**src/rtl/pipeline_hazard_controller.sv**
```systemverilog
// Central stall/flush/redirect sequencer for the 5-stage core, with a halt
// drain state machine and saturating stall/flush event counters.
module pipeline_hazard_controller #(
  parameter int unsigned PC_WIDTH       = 32,
  parameter int unsigned REG_ADDR_WIDTH = 5,
  parameter int unsigned CNT_WIDTH      = 16
) (
  input  logic                      clk,
  input  logic                      rst,
  input  logic                      decodeValid,
  input  logic [REG_ADDR_WIDTH-1:0] decodeRs1,
  input  logic [REG_ADDR_WIDTH-1:0] decodeRs2,
  input  logic                      decodeUsesRs1,
  input  logic                      decodeUsesRs2,
  input  logic                      exValid,
  input  logic                      exIsLoad,
  input  logic                      exIsHalt,
  input  logic [REG_ADDR_WIDTH-1:0] exRd,
  input  logic                      exRdWriteEnable,
  input  logic                      maMispredict,
  input  logic [PC_WIDTH-1:0]       maRedirectPc,
  input  logic                      maMemReq,
  input  logic                      dmemReady,
  input  logic                      wbHaltRetired,
  output logic                      stallFetch,
  output logic                      stallDecode,
  output logic                      stallExecute,
  output logic                      stallMemory,
  output logic                      flushDecode,
  output logic                      flushExecute,
  output logic                      flushMemory,
  output logic                      flushWriteBack,
  output logic                      redirectValid,
  output logic [PC_WIDTH-1:0]       redirectPc,
  output logic                      halted,
  output logic [CNT_WIDTH-1:0]      loadUseCnt,
  output logic [CNT_WIDTH-1:0]      mispredictCnt,
  output logic [CNT_WIDTH-1:0]      memStallCnt
);

  typedef enum logic [1:0] {
    RUN    = 2'd0,
    DRAIN  = 2'd1,
    HALTED = 2'd2
  } ctrlState_t;

  ctrlState_t state;
  ctrlState_t stateNext;

  logic memStall;
  logic loadUse;
  logic loadUseEvt;
  logic mispredictEvt;
  logic memStallEvt;

  assign memStall = maMemReq & ~dmemReady;

  assign loadUse = exValid & exIsLoad & exRdWriteEnable & (exRd != '0) & decodeValid &
                   ((decodeUsesRs1 & (decodeRs1 == exRd)) |
                    (decodeUsesRs2 & (decodeRs2 == exRd)));

  // State register, registered halt flag and saturating event counters
  always_ff @(posedge clk) begin
    if (!rst) begin
      state         <= RUN;
      halted        <= 1'b0;
      loadUseCnt    <= '0;
      mispredictCnt <= '0;
      memStallCnt   <= '0;
    end else begin
      state  <= stateNext;
      halted <= (stateNext == HALTED);
      if (loadUseEvt && (loadUseCnt != '1))
        loadUseCnt <= loadUseCnt + CNT_WIDTH'(1);
      if (mispredictEvt && (mispredictCnt != '1))
        mispredictCnt <= mispredictCnt + CNT_WIDTH'(1);
      if (memStallEvt && (memStallCnt != '1))
        memStallCnt <= memStallCnt + CNT_WIDTH'(1);
    end
  end

  // Priority-ordered hazard resolution and next-state selection
  always_comb begin
    stateNext      = state;
    stallFetch     = 1'b0;
    stallDecode    = 1'b0;
    stallExecute   = 1'b0;
    stallMemory    = 1'b0;
    flushDecode    = 1'b0;
    flushExecute   = 1'b0;
    flushMemory    = 1'b0;
    flushWriteBack = 1'b0;
    redirectValid  = 1'b0;
    redirectPc     = '0;
    loadUseEvt     = 1'b0;
    mispredictEvt  = 1'b0;
    memStallEvt    = 1'b0;

    if (state == HALTED) begin
      stallFetch     = 1'b1;
      stallDecode    = 1'b1;
      stallExecute   = 1'b1;
      stallMemory    = 1'b1;
      flushWriteBack = 1'b1;
    end else if (memStall) begin
      stallFetch     = 1'b1;
      stallDecode    = 1'b1;
      stallExecute   = 1'b1;
      stallMemory    = 1'b1;
      flushWriteBack = 1'b1;
      memStallEvt    = 1'b1;
    end else if (maMispredict) begin
      redirectValid = 1'b1;
      redirectPc    = maRedirectPc;
      flushDecode   = 1'b1;
      flushExecute  = 1'b1;
      flushMemory   = 1'b1;
      mispredictEvt = 1'b1;
    end else if (state == DRAIN) begin
      stallFetch   = 1'b1;
      stallDecode  = 1'b1;
      flushExecute = 1'b1;
    end else if (loadUse) begin
      stallFetch   = 1'b1;
      stallDecode  = 1'b1;
      flushExecute = 1'b1;
      loadUseEvt   = 1'b1;
    end

    unique case (state)
      RUN: begin
        if (exValid && exIsHalt && !maMispredict && !memStall)
          stateNext = DRAIN;
      end
      DRAIN: begin
        // A mispredict proves the draining halt was on the wrong path
        if (maMispredict && !memStall)
          stateNext = RUN;
        else if (wbHaltRetired)
          stateNext = HALTED;
      end
      HALTED:  stateNext = HALTED;
      default: stateNext = RUN;
    endcase

    if (!rst) begin
      stallFetch     = 1'b0;
      stallDecode    = 1'b0;
      stallExecute   = 1'b0;
      stallMemory    = 1'b0;
      flushDecode    = 1'b0;
      flushExecute   = 1'b0;
      flushMemory    = 1'b0;
      flushWriteBack = 1'b0;
      redirectValid  = 1'b0;
      redirectPc     = '0;
    end
  end

endmodule
```
**config.mk**
```make
export PLATFORM = sky130hd
export DESIGN_NAME = pipeline_hazard_controller
export DESIGN_NICKNAME = d
export VERILOG_FILES = /design/src/rtl/pipeline_hazard_controller.sv
export SDC_FILE = /design/constraint.sdc
export NUM_CORES = 1
export LEC_CHECK = 0
export ABC_AREA = 1
export BUFFER_PORTS_ARGS = -buffer_cell sky130_fd_sc_hd__buf_2
export CAP_MARGIN = 20
export CORE_AREA = 2 2 93 95
export CTS_CLUSTER_SIZE = 40
export DETAILED_ROUTE_END_ITERATION = 16
export DIE_AREA = 0 0 95 97
export PLACE_DENSITY_LB_ADDON = 0.12
export SYNTH_ARGS = -nofsm -noshare
export SYNTH_HDL_FRONTEND = slang
export SYNTH_SLANG_ARGS = --single-unit
```
**constraint.sdc**
```tcl
create_clock -name clk -period 1.9 [get_ports clk]
set_clock_uncertainty 0.2 [all_clocks]
set_input_delay 0.095 -clock clk [delete_from_list [all_inputs] [get_ports clk]]
set_output_delay 0.095 -clock clk [all_outputs]
set_load 0.01 [all_outputs]
```
After elaboration in Yosys (flattened, before gate mapping)
Index checks and enable logic that the tools add are counted.
- add/subtract/negate cells: 3
- equal/unequal tests: 8
- muxes and demuxes: 30
- bitwise logic cells: 10
- reduce and logical (&&, ||, !) cells: 11
- operators by type and width (kind ; number):
    32-bit two-way mux ; 4
    16-bit by 1-bit adder with 16-bit output, second input constant ; 3
    16-bit != test, second input constant ; 3
    1-bit two-way mux ; 22
    5-bit equality test ; 2
    1-bit bitwise AND ; 8
    1-bit logical AND ; 7
    2-bit two-way mux ; 3
    2-bit case mux with 3 select lines ; 1
    5-bit nonzero test ; 1
    2-bit equality test, second input constant ; 2
    2-bit by 1-bit equality test with 1-bit output, second input constant ; 1
    1-bit logical NOT ; 2
    2-bit logical NOT ; 1
    1-bit inverter ; 1
    1-bit OR ; 1
- register bits: 51
- input port bits: 60

Logic depth before layout (Yosys ltp)
- depth in word-level cells: 11
- depth in mapped cells: 12
- gate-level depth less buffers: 11

Least setup slack after synthesis
Ideal clock, no wire load.
- path type: reg2reg
- start: reg loadUseCnt[1]
- end: reg loadUseCnt[10]
- library setup time: 115 ps
- arrival: 1445 ps
- slack: 140 ps
- cell stages (with the launch flop): 10
- path buffers: 1
- period minus slack after synthesis: 1760 ps
- path through: dfxtp_1 ha_1 nand2_1 nor2_1 nand4_1 inv_1 nor2_4 buf_8 a21oi_1 nor2_1
- word-level cells in the longest chain between the ends: 2
- ends and longest elaborated chain (element ; RTL line ; source):
    from (decl) ; 36 ; output logic [CNT_WIDTH-1:0] loadUseCnt,
    from (signal assigned) ; 74 ; loadUseCnt <= loadUseCnt + CNT_WIDTH'(1);
    branches (longest 2 deep; another with 16-bit by 1-bit adder with 16-bit output) ; -- ;
Several ways; the timed one is not identified.
A chain may end at the register's enable or synchronous reset.

Worst setup path after layout
- start: reg state[0]
- end: out redirectPc[8]
- word-level cells in the longest chain between the ends: 3
- ends and longest elaborated chain (element ; RTL line ; source):
    from (decl) ; 47 ; ctrlState_t state;
    from (signal assigned) ; 71 ; state <= stateNext;
    2-bit equality test ; 99 ; if (state == HALTED) begin
    32-bit two-way mux ; 99 ;
    32-bit two-way mux ; 146 ; if (!rst) begin
    to (decl) ; 34 ; output logic [PC_WIDTH-1:0] redirectPc,
No other way between the ends.

==> flow_summary.toml <==
[run_status]
status = "finished, final reports clean"

[floorplanning]
chipHeight_um = 97
design.core.area_um2 = 8130
io_pins = 150
rows = 33
fp.dieW_um = 95
initial_core_util = 0.400
die-area_um2 = 9220

[setup_path]
startpoint_type = "register"
crit_family = "buffers and inverters"
critical-path-max-stage-delay_ns = 0.34
end_kind = "output port"
path_cells = "inv_2 -> nand2_4 -> nand2_4 -> inv_2 -> nand2_2 -> nor2_4 -> inv_4 -> buf_12 -> nor2_2 -> buf_2"
critPathKind = "register to output port"
cp.required_ns = 1.60
r2r_cells = 9
worstSetupPathDepth = 10
path_buf_inv = 5
critical_path.slowest_cell = "dfxtp_2"
path_max_fanout = 16
crit_arrival_ns = 1.51

[power_and_ir_drop]
p_per_area_nw_per_um2 = 493
combPwrFrac = 0.164
power_switching_uw = 603
ir_drop_uv = 317
clkPwrFrac = 0.362
p_int_uw = 1680
leakage_uw = 0.00246
switching_share = 0.264
seqPwrFrac = 0.474

[clocking]
root_buffer = "clkbuf_8"
clk_pin_slew_worst_paths_ns = 0.11
cts_buffers = 5
clk_latency_ns = 0.32
htreeDepth = 2
tritoncts = "done"
clock-sinks = 51
clockBufferDepth = 2

[synthesis]
synthTopCellsByCount = "122 x nand2_1, 99 x nor2_1, 89 x inv_1"
postSynthAreaPerCell_um2 = 6.13
ys.flop_type = "dfxtp_1"
yosys.area.top_type = "dfxtp_1"
yosysSeqAreaShare = 0.314
async_reset_ff_frac = 0
synth_edf_count = 0
syn_nets = 594
synth_most_common_cell = "nand2_1"
synth_warnings = 0
netlist.area_leader.share = 0.314
synth_cells = 531
synth_seq_cells = 51
synthTopCellsByArea = "dfxtp_1 31%, nand2_1 14%, nor2_1 11%"
ys_types = 39
syn-cell-area_um2 = 3250

[routing]
wl_per_cell_um = 11.4
drc = 0
ant_nets = 0
drtIter0Drc = 119
vias = 3850
wl_um = 9330
drt-vias-per-instance = 4.71
firstDrtPassIters = 5

[finish]
area_growth_pct = 42.3
drive_gt1_frac = 0.350
final_net_count = 774
diodes = 0
fin_util = 0.569
fillers = 818

[placement]
io_buffers = 149
gp_congestion = 0.866
dp_slack_ns = 0.0317
dp.final_hpwl_um = 7230

[global_routing]
grt_pass1_wl_um = 14900
grt_antenna_before_repair = 0
grt_overflow = 0
grt_pass1_vias = 3525
grt_use_total = 0.198
grt_max_degree = 23

[timing]
setup_viol = 0
grt_setup_unrepaired = "true"
fin_crit_sh = 0.950
worst_slack_ns = 0.0949
fin_crit_ns = 1.81
tightest_slew_ns = 0.410
maxSlewViolCount = 0
finalHoldViolCount = 0
relSlewSlack = 0.726
fmax_mhz = 554

[run]
drv_cap = 0

[worst_hold_path]
hp-class = "input port to register"
worstHoldPathCells = 6
## per-stage QoR
step                hold WS, ns  power [µW]  TNS [ns]  cells  area [µm²]
global placement          0.185        1440         0    799        4270
CTS                      0.0305        2300         0    816        4530
floorplan                0.0630        1290         0    531        3250
finish                   0.0673        2280         0    817        4630
detailed placement        0.191        1440         0    799        4270
global route              0.109        2390   -0.0237    817        4630
## area by class of cell
cell class | instances | area [µm²] | share of cell area
clock buffer | 6 | 82.6 | 0.0178
clock inverter | 2 | 38.8 | 0.00838
inverter | 93 | 354 | 0.0765
multi-input combinational | 368 | 1850 | 0.400
sequential | 51 | 1030 | 0.222
tap | 105 | 131 | 0.0284
timing repair buffer | 192 | 1140 | 0.247
## tightest hold or removal path: stages
cell	delay, ns
buf_2	0.15
nor3_4	0.07
nand3_4	0.09
o21bai_1	0.06
nand2_1	0.05
nor2_1	0.03
## worst paths after layout
kind | to | startpoint | slack (ns)
setup reg to reg | loadUseCnt[11] | loadUseCnt[0] | 0.16
setup / recovery | redirectPc[8] | state[0] | 0.09
hold reg to reg | state[0] | state[1] | 0.29
hold / removal | loadUseCnt[12] | maMispredict | 0.07
## timing repair
action	CTS	global route
hold endpoints to repair	13	0
endpoints found under the setup margin	32	76
cloned	1	0
gates resized for setup	17	34
buffers inserted	2	1
hold buffers	6	0
pin swaps	2	2
## cells in the final DEF (no fill, tap or decap), types with 2 or more instances in the layout
master,netlist,final
a21oi_1,33,33
a21oi_2,5,5
and3_1,2,2
buf_12,0,3
buf_2,5,149
buf_4,6,33
clkbuf_8,0,6
dfxtp_1,51,46
dfxtp_2,0,5
dlygate4sd3_1,0,5
ha_1,3,2
inv_1,89,83
inv_2,3,7
inv_4,0,2
nand2_1,122,118
nand2_2,3,5
nand2_4,0,2
nand3_1,31,31
nand4_1,10,10
nor2_1,99,85
nor2_2,3,11
nor2_4,1,7
nor3_1,9,8
nor3_2,2,3
nor4_2,1,2
o21ai_0,17,14
o21ai_1,2,5
o21bai_1,4,4
xnor2_1,3,3
xor2_1,7,7
## power groups by stage
stage	Clock (µW)	Sequential, µW	Combinational (µW)
after floorplan	0	1110	173
after global placement	0	1110	330
after detailed placement	0	1110	333
after CTS	852	1080	366
after global routing	885	1080	423
final	827	1080	376
## cells by family (layout without fill, tap and decap cells)
kind of cell    Yosys count  in the layout  synth area share
flops                    51             51             0.314
fa+ha+maj                 3              3            0.0115
xor+xnor                 10             10            0.0269
simple gates            292            292             0.392
compound gates           63             63             0.107
buf+inv                 112            293             0.148
## state kept, by name, summed over array words and instances, names as in the netlist
signal,count
state,2
halted,1
mispredictCnt,16
memStallCnt,16
loadUseCnt,16
## metal layers
metal	share of wire	track usage	up-vias	routed length [µm]
met2	0.51	0.372	126	4780
li1	-	-	2011	-
met1	0.40	0.216	1699	3740
met4	0.017	0.0624	0	155
met3	0.069	0.0397	14	643
met5	0	0	-	0
(Power assumes the default switching activity.)
